===== src/rtl/alu_muldiv_control_pkg.sv =====
// alu_muldiv_control_pkg: ALUCtl/ALUOp/Funct codes, FSM states and the control decoder
package alu_muldiv_control_pkg;
    localparam logic [2:0] CTL_FORWARD = 3'd0;
    localparam logic [2:0] CTL_OR      = 3'd1;
    localparam logic [2:0] CTL_ADD     = 3'd2;
    localparam logic [2:0] CTL_MFHI    = 3'd3;
    localparam logic [2:0] CTL_MFLO    = 3'd4;
    localparam logic [2:0] CTL_MUL     = 3'd5;
    localparam logic [2:0] CTL_SUB     = 3'd6;
    localparam logic [2:0] CTL_DIV     = 3'd7;

    localparam logic [1:0] OP_MEM    = 2'b00;
    localparam logic [1:0] OP_BRANCH = 2'b01;
    localparam logic [1:0] OP_RTYPE  = 2'b10;
    localparam logic [1:0] OP_RES    = 2'b11;

    localparam logic [5:0] F_OR   = 6'b101010;
    localparam logic [5:0] F_ADD  = 6'b100000;
    localparam logic [5:0] F_SUB  = 6'b100010;
    localparam logic [5:0] F_MUL  = 6'b011000;
    localparam logic [5:0] F_DIV  = 6'b011010;
    localparam logic [5:0] F_MFHI = 6'b010000;
    localparam logic [5:0] F_MFLO = 6'b010010;

    typedef enum logic [1:0] {S_IDLE, S_MUL, S_DIV} state_t;

    function automatic logic [2:0] decode(input logic [1:0] op, input logic [5:0] f);
        return op == OP_MEM    ? CTL_ADD :
               op == OP_BRANCH ? CTL_SUB :
               op == OP_RES    ? CTL_FORWARD :
               f == F_OR   ? CTL_OR   :
               f == F_ADD  ? CTL_ADD  :
               f == F_SUB  ? CTL_SUB  :
               f == F_MUL  ? CTL_MUL  :
               f == F_DIV  ? CTL_DIV  :
               f == F_MFHI ? CTL_MFHI :
               f == F_MFLO ? CTL_MFLO : CTL_FORWARD;
    endfunction
endpackage


===== src/rtl/alu_muldiv_control_if.sv =====
// alu_muldiv_control_if: EX-stage request/response bundle between pipeline and ALU control
interface alu_muldiv_control_if #(parameter int WIDTH = 32);
    logic             valid;
    logic [1:0]       alu_op;
    logic [5:0]       funct;
    logic [WIDTH-1:0] a;
    logic [WIDTH-1:0] b;
    logic [2:0]       alu_ctl;
    logic [WIDTH-1:0] hilo_out;
    logic             busy;
    logic             stall;
    logic             div_by_zero;
    modport master (output valid, alu_op, funct, a, b,
                    input  alu_ctl, hilo_out, busy, stall, div_by_zero);
    modport slave  (input  valid, alu_op, funct, a, b,
                    output alu_ctl, hilo_out, busy, stall, div_by_zero);
endinterface


===== src/rtl/alu_muldiv_control_muldiv_iter.sv =====
// muldiv_iter: one iteration of shift-add multiply or restoring divide on the {hi,lo} accumulator
module muldiv_iter #(parameter int WIDTH = 32) (
    input  logic               mode,
    input  logic               step,
    input  logic               last,
    input  logic [WIDTH-1:0]   opnd,
    input  logic [2*WIDTH-1:0] acc,
    output logic [2*WIDTH-1:0] acc_nxt,
    output logic               done
);
    logic [WIDTH:0] sum, rsh, diff;
    // mode=0: add multiplicand on lsb then shift right; mode=1: shift left and trial-subtract divisor
    always_comb begin
        sum     = {1'b0, acc[2*WIDTH-1:WIDTH]} + (acc[0] ? {1'b0, opnd} : {(WIDTH+1){1'b0}});
        rsh     = acc[2*WIDTH-1:WIDTH-1];
        diff    = rsh - {1'b0, opnd};
        acc_nxt = !step ? acc :
                  !mode ? {sum, acc[WIDTH-1:1]} :
                  diff[WIDTH] ? {rsh[WIDTH-1:0], acc[WIDTH-2:0], 1'b0} :
                                {diff[WIDTH-1:0], acc[WIDTH-2:0], 1'b1};
        done    = step & last;
    end
endmodule


===== src/rtl/alu_muldiv_control.sv =====
// alu_muldiv_control: ALUCtl decode, HI/LO registers and iterative MUL/DIV sequencer with stall (SIGNED_MULDIV_EN selects signed MUL/DIV)
module alu_muldiv_control
    import alu_muldiv_control_pkg::*;
#(
    parameter int WIDTH = 32
) (
    input logic clk,
    input logic rst,
    alu_muldiv_control_if.slave bus
);
    localparam int CNT_W = $clog2(WIDTH) + 1;

    state_t             state, state_nxt;
    logic [CNT_W-1:0]   cnt;
    logic [2*WIDTH-1:0] acc, acc_nxt;
    logic [WIDTH-1:0]   opnd, hi, lo, fin_hi, fin_lo, mag_a, mag_b;
    logic [2:0]         ctl;
    logic               accept, dbz_now, dbz, busy, done;

    assign ctl     = decode(bus.alu_op, bus.funct);
    assign busy    = state != S_IDLE;
    assign accept  = state == S_IDLE && bus.valid && (ctl == CTL_MUL || ctl == CTL_DIV);
    assign dbz_now = accept && ctl == CTL_DIV && bus.b == '0;

`ifdef SIGNED_MULDIV_EN
    logic               sa, sb;
    logic [2*WIDTH-1:0] prod;
    assign mag_a  = bus.a[WIDTH-1] ? -bus.a : bus.a;
    assign mag_b  = bus.b[WIDTH-1] ? -bus.b : bus.b;
    assign prod   = (sa ^ sb) ? -acc_nxt : acc_nxt;
    assign fin_hi = state == S_DIV ? (sa ? -acc_nxt[2*WIDTH-1:WIDTH] : acc_nxt[2*WIDTH-1:WIDTH])
                                   : prod[2*WIDTH-1:WIDTH];
    assign fin_lo = state == S_DIV ? ((sa ^ sb) ? -acc_nxt[WIDTH-1:0] : acc_nxt[WIDTH-1:0])
                                   : prod[WIDTH-1:0];
`else
    assign mag_a  = bus.a;
    assign mag_b  = bus.b;
    assign fin_hi = acc_nxt[2*WIDTH-1:WIDTH];
    assign fin_lo = acc_nxt[WIDTH-1:0];
`endif

    muldiv_iter #(.WIDTH(WIDTH)) u_iter (
        .mode    (state == S_DIV),
        .step    (busy),
        .last    (cnt == CNT_W'(1)),
        .opnd    (opnd),
        .acc     (acc),
        .acc_nxt (acc_nxt),
        .done    (done)
    );

    // state register
    always_ff @(posedge clk or posedge rst) begin
        if (rst) state <= S_IDLE;
        else     state <= state_nxt;
    end

    // next state: launch on accepted MUL/DIV (not divide-by-zero), return to idle on final iteration
    always_comb state_nxt = done ? S_IDLE :
                            (accept && !dbz_now) ? (ctl == CTL_MUL ? S_MUL : S_DIV) : state;

    // operand latch, iteration counter, accumulator and HI/LO write-back
    always_ff @(posedge clk or posedge rst) begin
        if (rst) begin
            cnt  <= '0;
            acc  <= '0;
            opnd <= '0;
            hi   <= '0;
            lo   <= '0;
            dbz  <= 1'b0;
`ifdef SIGNED_MULDIV_EN
            sa   <= 1'b0;
            sb   <= 1'b0;
`endif
        end else begin
            dbz <= dbz_now;
            if (accept && !dbz_now) begin
                cnt  <= CNT_W'(WIDTH);
                opnd <= ctl == CTL_MUL ? mag_a : mag_b;
                acc  <= {{WIDTH{1'b0}}, (ctl == CTL_MUL ? mag_b : mag_a)};
`ifdef SIGNED_MULDIV_EN
                sa   <= bus.a[WIDTH-1];
                sb   <= bus.b[WIDTH-1];
`endif
            end else if (busy) begin
                cnt <= cnt - CNT_W'(1);
                acc <= acc_nxt;
            end
            if (done) begin
                hi <= fin_hi;
                lo <= fin_lo;
            end
            if (dbz_now) begin
                hi <= bus.a;
                lo <= '1;
            end
        end
    end

    // outputs: decode, HI/LO read port and stall, all forced quiet during reset
    always_comb begin
        bus.busy        = busy;
        bus.div_by_zero = dbz;
        bus.alu_ctl     = rst ? CTL_FORWARD : ctl;
        bus.stall       = !rst && bus.valid && busy &&
                          (ctl == CTL_MUL || ctl == CTL_DIV || ctl == CTL_MFHI || ctl == CTL_MFLO);
        bus.hilo_out    = (rst || busy) ? '0 :
                          ctl == CTL_MFHI ? hi :
                          ctl == CTL_MFLO ? lo : '0;
    end
endmodule


===== src/flat_wrapper.sv =====
// flat-port wrapper written by rule: the top's interface ports become plain ports
module alu_muldiv_control_flat import alu_muldiv_control_pkg::*;
#(
    parameter int WIDTH = 32
)
  (clk, rst, bus_valid, bus_alu_op, bus_funct, bus_a, bus_b, bus_alu_ctl, bus_hilo_out, bus_busy, bus_stall, bus_div_by_zero);
  alu_muldiv_control_if #(.WIDTH(WIDTH)) bus_i ();
  input logic clk;
  input logic rst;
  input wire logic [$bits(bus_i.valid)-1:0] bus_valid;
  input wire logic [$bits(bus_i.alu_op)-1:0] bus_alu_op;
  input wire logic [$bits(bus_i.funct)-1:0] bus_funct;
  input wire logic [$bits(bus_i.a)-1:0] bus_a;
  input wire logic [$bits(bus_i.b)-1:0] bus_b;
  output wire logic [$bits(bus_i.alu_ctl)-1:0] bus_alu_ctl;
  output wire logic [$bits(bus_i.hilo_out)-1:0] bus_hilo_out;
  output wire logic [$bits(bus_i.busy)-1:0] bus_busy;
  output wire logic [$bits(bus_i.stall)-1:0] bus_stall;
  output wire logic [$bits(bus_i.div_by_zero)-1:0] bus_div_by_zero;
  assign bus_i.valid = bus_valid;
  assign bus_i.alu_op = bus_alu_op;
  assign bus_i.funct = bus_funct;
  assign bus_i.a = bus_a;
  assign bus_i.b = bus_b;
  assign bus_alu_ctl = bus_i.alu_ctl;
  assign bus_hilo_out = bus_i.hilo_out;
  assign bus_busy = bus_i.busy;
  assign bus_stall = bus_i.stall;
  assign bus_div_by_zero = bus_i.div_by_zero;
  alu_muldiv_control #(.WIDTH(WIDTH)) u_core (.clk(clk), .rst(rst), .bus(bus_i));
endmodule

===== config.mk =====
export PLATFORM = sky130hd
export DESIGN_NAME = alu_muldiv_control_flat
export DESIGN_NICKNAME = d
export VERILOG_FILES = /design/src/rtl/alu_muldiv_control_pkg.sv /design/src/rtl/alu_muldiv_control_if.sv /design/src/rtl/alu_muldiv_control_muldiv_iter.sv /design/src/rtl/alu_muldiv_control.sv /design/src/flat_wrapper.sv
export SDC_FILE = /design/constraint.sdc
export NUM_CORES = 1
export LEC_CHECK = 0
export BUFFER_PORTS_ARGS = -buffer_cell sky130_fd_sc_hd__buf_2
export CAP_MARGIN = 40
export CORE_UTILIZATION = 66
export CTS_CLUSTER_DIAMETER = 200
export DETAILED_ROUTE_END_ITERATION = 6
export PLACE_DENSITY_LB_ADDON = 0.15
export SLEW_MARGIN = 20
export SYNTH_ARGS = -nofsm -noshare
export SYNTH_HDL_FRONTEND = slang
export SYNTH_SLANG_ARGS = --single-unit

===== constraint.sdc =====
create_clock -name clk -period 9.3 [get_ports clk]
set_input_delay 0.93 -clock clk [delete_from_list [all_inputs] [get_ports clk]]
set_output_delay 0.93 -clock clk [all_outputs]
set_load 0.05 [all_outputs]

* Yosys cells after proc, flatten, opt, wreduce, memory -nomap -nowiden
Cells that the tools add are included.
Word-level totals: word-level logic and storage cells 78, input bits 75, bits in registers 169
Cells by class: multiplexer cells 31, reduce and logical (&&, ||, !) cells 21, add/subtract/negate cells 3, bitwise gates (word level) 1, eq/ne operators 15
Operators with widths (number):
- 2-to-1 mux 32 bit | 10
- 2-to-1 mux 64 bit | 5
- adder 32 x 33 -> 33 bit | 1
- 2-to-1 mux 3 bit | 11
- subtractor 33 x 32 -> 33 bit | 1
- logical NOT 32 bit | 1
- == test 6 x 5 -> 1 bit, second input constant | 4
- == test 6 bit, second input constant | 3
- 2-to-1 mux 6 bit | 2
- == test 3 bit, second input constant | 3
- logical AND 1 bit | 8
- nonzero test 2 bit | 4
- == test 6 x 1 -> 1 bit, second input constant | 1
- 2-to-1 mux 2 bit | 3
- subtractor 6 x 1 -> 6 bit, second input constant | 1
- == test 2 bit, second input constant | 2
- logical NOT 2 bit | 2
- logical OR 1 bit | 4
- == test 3 x 2 -> 1 bit, second input constant | 1
- == test 2 x 1 -> 1 bit, second input constant | 1
- logical NOT 1 bit | 2
- AND 1 bit | 1

* Longest topological paths before layout
word-level depth 20, mapped depth 16

* By module
Synthesis repeated with hierarchy kept, for this count alone.
Unflattened totals: cells, all modules 1637, area total of the unflattened synthesis 13972.2 µm²
Modules (own cells, without submodules):
- alu_muldiv_control | cells an instance 865, area an instance 8787.2 µm², times used 1, seq. area each 4229.1 µm²
- muldiv_iter | cells an instance 772, area an instance 5185.0 µm², times used 1, seq. area each 0.0 µm²

* Least setup slack after synthesis
Ideal clock, no wire load.
path kind input to output, from input rst, to output bus_hilo_out[10], arrival time 6002 ps, setup slack 2368 ps, stages on the path 4, buffers on the path 1, cell sequence inv_1 nand2_1 clkbuf_1 nor2_1
Between the ends: cells in the longest elaborated chain, start to end 2
RTL lines:
- start, declared | line flat_wrapper.sv:9 | input logic rst;
- logical OR 1 bit | line alu_muldiv_control.sv:107 | bus.hilo_out = (rst || busy) ? '0 :
- 2-to-1 mux 32 bit | line alu_muldiv_control.sv:107
- end, declared | line flat_wrapper.sv:16 | output wire logic [$bits(bus_i.hilo_out)-1:0] bus_hilo_out;
Every way passes these cells.

* Final worst setup path
from register u_core.acc[31], to register u_core.acc[53]
Between the ends: cells in the longest elaborated chain, start to end 6
RTL lines:
- start, declared | line alu_muldiv_control.sv:15 | logic [2*WIDTH-1:0] acc, acc_nxt;
- start signal, assigned | line alu_muldiv_control.sv:80 | acc <= {{WIDTH{1'b0}}, (ctl == CTL_MUL ? mag_b : mag_a)};
- start signal, assigned | line alu_muldiv_control.sv:87 | acc <= acc_nxt;
- subtractor 33 x 32 -> 33 bit | line alu_muldiv_control_muldiv_iter.sv:16 | diff = rsh - {1'b0, opnd};
- 2-to-1 mux 64 bit | line alu_muldiv_control_muldiv_iter.sv:19 | diff[WIDTH] ? {rsh[WIDTH-1:0], acc[WIDTH-2:0], 1'b0} :
- 2-to-1 mux 64 bit | line alu_muldiv_control_muldiv_iter.sv:18 | !mode ? {sum, acc[WIDTH-1:1]} :
- 2-to-1 mux 64 bit | line alu_muldiv_control_muldiv_iter.sv:17 | acc_nxt = !step ? acc :
- 2-to-1 mux 64 bit | line alu_muldiv_control.sv:85 | end else if (busy) begin
- 2-to-1 mux 64 bit | line alu_muldiv_control.sv:77 | if (accept && !dbz_now) begin
Every way passes these cells. The select of a mux whose other input is x is not followed. A chain may end at the register's enable or synchronous reset.

==> flow_results.org <==
** Status
- Status :: finished clean

** Finish
- Of the cells placed in the final design, the portion with a size suffix greater than 1 is between 10% and 20%.
- Most frequent cells in the layout :: 196 x sky130_fd_sc_hd__nor2_1, 167 x sky130_fd_sc_hd__dfrtp_1, 144 x sky130_fd_sc_hd__a21oi_1
- Count of non-filler cells in the finished layout :: 1831
- At the end of the flow, the number of nets in the layout was 1727.
- Measured on the finished design, the core utilization comes to approximately 75%.
- The area growth from synthesis to layout is 11.3%.
- Post-route cell area :: 14000 um^2
- The library cell used most frequently in the layout, excluding fill and tap cells, is sky130_fd_sc_hd__nor2_1.

** Floorplan
- Horizontal extent of the die :: 140 um
- The core region is 18700 um^2.
- The floorplan has 50 rows.
- For this design the top-level I/O count stands at 113.
- Die extent in y :: between 100 and 150 um
- The floorplan step defined a die boundary enclosing 19600 um^2.
- Starting utilization of the core area :: 67.2%

** Worst setup path
- Traced cell by cell, the critical path runs through inv_1 > ha_1 > inv_1 > fa_1 > a211oi_1 > o211ai_1 > nand3_1 > a21o_1 > a31oi_2 > o211ai_4 > buf_4 > mux2i_1 > a22oi_1 > o211a_1.
- Crit end category :: flop
- Setup crit start :: u_core.acc[31]$_DFFE_PP0P_
- The largest individual stage delay along the critical path comes from the cell sky130_fd_sc_hd__o211ai_4.
- Worst path most repeated cell :: sky130_fd_sc_hd__inv_1
- Element type at the critical path start :: flop
- The endpoint identified for the worst register-to-register timing path is u_core.acc[53]$_DFFE_PP0P_.
- Largest delay share family, worst path :: compound AO/OA/AOI/OAI gates
- For the worst setup path, the data arrival time is 4.76 ns.
- FF-to-FF Start :: u_core.acc[31]$_DFFE_PP0P_
- Counting both buffers and inverters, the worst setup path holds a total of 3.
- Worst setup slack for register-to-register paths :: 4.91 ns
- Critical path peak fanout :: 27
- Depth of the most critical reg-to-reg path :: 14
- The setup path with the least slack is of type reg2reg.
- On the worst path, the slowest cell contributes a delay of roughly 0.7 ns.
- Data required time at the worst endpoint :: just under 10 ns

** Power and ir drop
- Max rail drop VDD :: 0.154 mV
- Of the total power, combinational logic draws 51.4%.
- Share of total power in sequential cells :: 28.3%
- Power density normalized to cell area :: between 200 and 300 nW/um^2
- Leak pwr :: 5.93 nW
- Of the total power, the share spent switching nets is between 40% and 50%.
- The internal power of the cells totals 0.00208 W.
- For this design the total switching power over the nets is 0.00169 W.
- The clock network is responsible for between 20% and 30% of the overall power.

** Synth
- In this run the mean area of a mapped cell was just over 8 um^2.
- Count of state elements after synthesis :: 169
- Yosys mapped a number of flops with a built-in enable equal to 0.
- Async SR Flop Fraction :: 100%
- Sequential area share after synthesis :: 33.6%
- The synthesized netlist occupies a cell area of ~13000 um^2.
- Total number of yosys warnings :: 0
- Synthesized netlist cell count :: 1529
- Counting distinct cell types in the post-synthesis netlist gives 75.
- Predominant post-synthesis flop cell :: sky130_fd_sc_hd__dfrtp_1
- When the netlist entered floorplanning its net count stood at 1672.

** Clock tree
- TritonCTS built the clock tree.
- The number of hold buffers added after CTS was 0.
- Worst-case clock buffer depth :: 2
- Cell at the root of the clock tree :: sky130_fd_sc_hd__clkbuf_16
- Counting every sink on the clock net gives approximately 170.
- In this run the number of H-tree levels came out at 4.
- Clock latency reported for the late side of the worst-skew pair :: 0.44 ns
- Resize count post-CTS :: 0
- Clock tree synthesis inserted a total of 17 buffers.
- Buffers added to address setup during post-CTS repair amount to 0.
- After clock tree synthesis, the clock-pin slew on the worst setup and hold paths is roughly 0.070 ns.

** GRT
- For this run, the total global-route usage over all layers was measured as 41.4%.
- First-pass GRT wire length :: 63000 um
- The via count of the first global-routing pass is ~12000.
- The total overflow left after global routing is 0.
- Entering global routing, the biggest net connects around 140 pins.
- The number of antenna violations at the first check in global routing is 0.

** Drt
- Number of vias after detailed routing :: 12300
- Dividing the detail-routed via count by the number of cells gives 6.73.
- Drt total wl :: 39500 um
- Drt wl/cell :: approximately 22 um
- Once detail routing completed, the nets flagged for antenna violations numbered 0.
- 1st-iter DRT viols :: 1339
- After detailed routing, the number of remaining DRC violations is 0.
- DRT Pass-1 Iters :: 7

** Flow run
- Max capacitance violation total :: 0

** Timing
- For this run, the top clock speed supported by timing is 0.228 GHz.
- For the pin with the worst max-slew slack, the measured transition is 0.817 ns.
- Across the routed clock network, the largest skew measured is 0.0144 ns.
- Portion of the clock cycle consumed by the worst path in the final layout :: approximately 47%
- Max transition margin :: 45.6%
- Post-layout min period :: 4.39 ns
- Hold violation total from the final report :: 0
- The max-slew violation total from the final report is 0.
- RSZ-0062 raised after global routing :: false
- Setup violations remaining at the end of the flow were counted as 0.
- Final-layout setup total negative slack :: 0 ns

** Place
- Placement Cell Area :: 13400 um^2
- Routability-driven placement finished with a final weighted congestion of 0.997.
- In this run the tool buffered the top-level ports with 112 buffer cells.
- Placed cell count :: about 1800
- HPWL after DPL :: ~28000 um

** Min path
- Path class of the lowest-slack min-delay path :: in2async
==> through the flow <==
stage	hold slack, ns	setup slack [ns]	total power, W
5_1_grt	0.516	4.78	0.00401
6_report	0.506	4.91	0.00377
2_1_floorplan	0.462	2.37	0.00246
3_3_place_gp	0.506	4.91	0.00288
4_1_cts	0.505	5.08	0.00372
3_5_place_dp	0.508	5.16	0.00293
==> how the worst max path moves through the flow <==
stage               slack (ns)                          to  depth (start not counted)
floorplan                 2.37            bus_hilo_out[10]                          4
global placement          4.91             bus_hilo_out[1]                          8
detailed placement        5.16  u_core.acc[53]$_DFFE_PP0P_                         14
CTS                       5.08  u_core.acc[53]$_DFFE_PP0P_                         14
global route              4.78  u_core.acc[53]$_DFFE_PP0P_                         14
finish                    4.91  u_core.acc[53]$_DFFE_PP0P_                         14
==> flip-flops by register name, indices dropped and copies added (netlist names) <==
| register | flops |
|---|---|
| u_core.cnt | 6 |
| u_core.bus.div_by_zero | 1 |
| u_core.acc | 64 |
| u_core.hi | 32 |
| u_core.lo | 32 |
| u_core.opnd | 32 |
| u_core.state | 2 |
==> synthesized netlist by cell type, drive strengths merged (8+ instances only) <==
| master | instances | area [um^2] |
|---|---|---|
| a21oi | 144 | 721 |
| o211ai | 27 | 208 |
| nand2b | 9 | 56.3 |
| mux2 | 34 | 383 |
| a211oi | 13 | 97.6 |
| or3 | 10 | 62.6 |
| nand4 | 12 | 75.1 |
| xnor2 | 32 | 280 |
| a22oi | 60 | 450 |
| and2 | 12 | 75.1 |
| ha | 66 | 826 |
| o21ai | 160 | 805 |
| a21o | 32 | 240 |
| and3 | 8 | 50.1 |
| a31oi | 9 | 62.6 |
| nand3 | 27 | 135 |
| xor2 | 26 | 228 |
| nor2 | 199 | 747 |
| o21a | 10 | 75.1 |
| nand2 | 116 | 438 |
| dfrtp | 169 | 4230 |
| clkbuf | 78 | 293 |
| mux2i | 77 | 771 |
| buf | 19 | 85.1 |
| o21bai | 8 | 60.1 |
| inv | 56 | 210 |
| nor4 | 9 | 56.3 |
| nor3 | 25 | 125 |
==> metal layers <==
layer	track usage, %	routed length (um)
met5	0	0
met4	13.4	1020
met3	13.8	5100
met2	58.9	16800
met1	58.9	16600
==> power by group through the flow <==
| stage | clock, W | combinational [W] | sequential (W) |
|---|---|---|---|
| 4_1_cts | 0.000774 | 0.00189 | 0.00106 |
| 3_5_place_dp | 0 | 0.00186 | 0.00107 |
| 6_report | 0.000769 | 0.00194 | 0.00107 |
| 3_3_place_gp | 0 | 0.00182 | 0.00106 |
| 2_1_floorplan | 0 | 0.00146 | 0.00101 |
| 5_1_grt | 0.000802 | 0.00213 | 0.00108 |
==> kinds of logic after synthesis <==
group | after synthesis | synth area share (%)
AOI/OAI and AO/OA | 524 | 26.1
muxes | 111 | 9.17
xor gates and xnor gates | 58 | 4.04
and+or+nand+nor | 444 | 15.5
buffers and inverters | 155 | 4.73
adders and majority gates | 68 | 6.88
DFF | 169 | 33.6
==> layout make-up <==
cell class | count | area (um^2)
multi-input cells | 1205 | 7790
fillers | 1390 | 4710
flip-flops and latches | 169 | 4230
repair buffers | 133 | 830
clock buffers | 18 | 439
well taps | 234 | 293
inverters | 58 | 223
clock inverters | 13 | 188
diodes | 1 | 2.50
No activity file was read; power rests on OpenSTA's default activity.
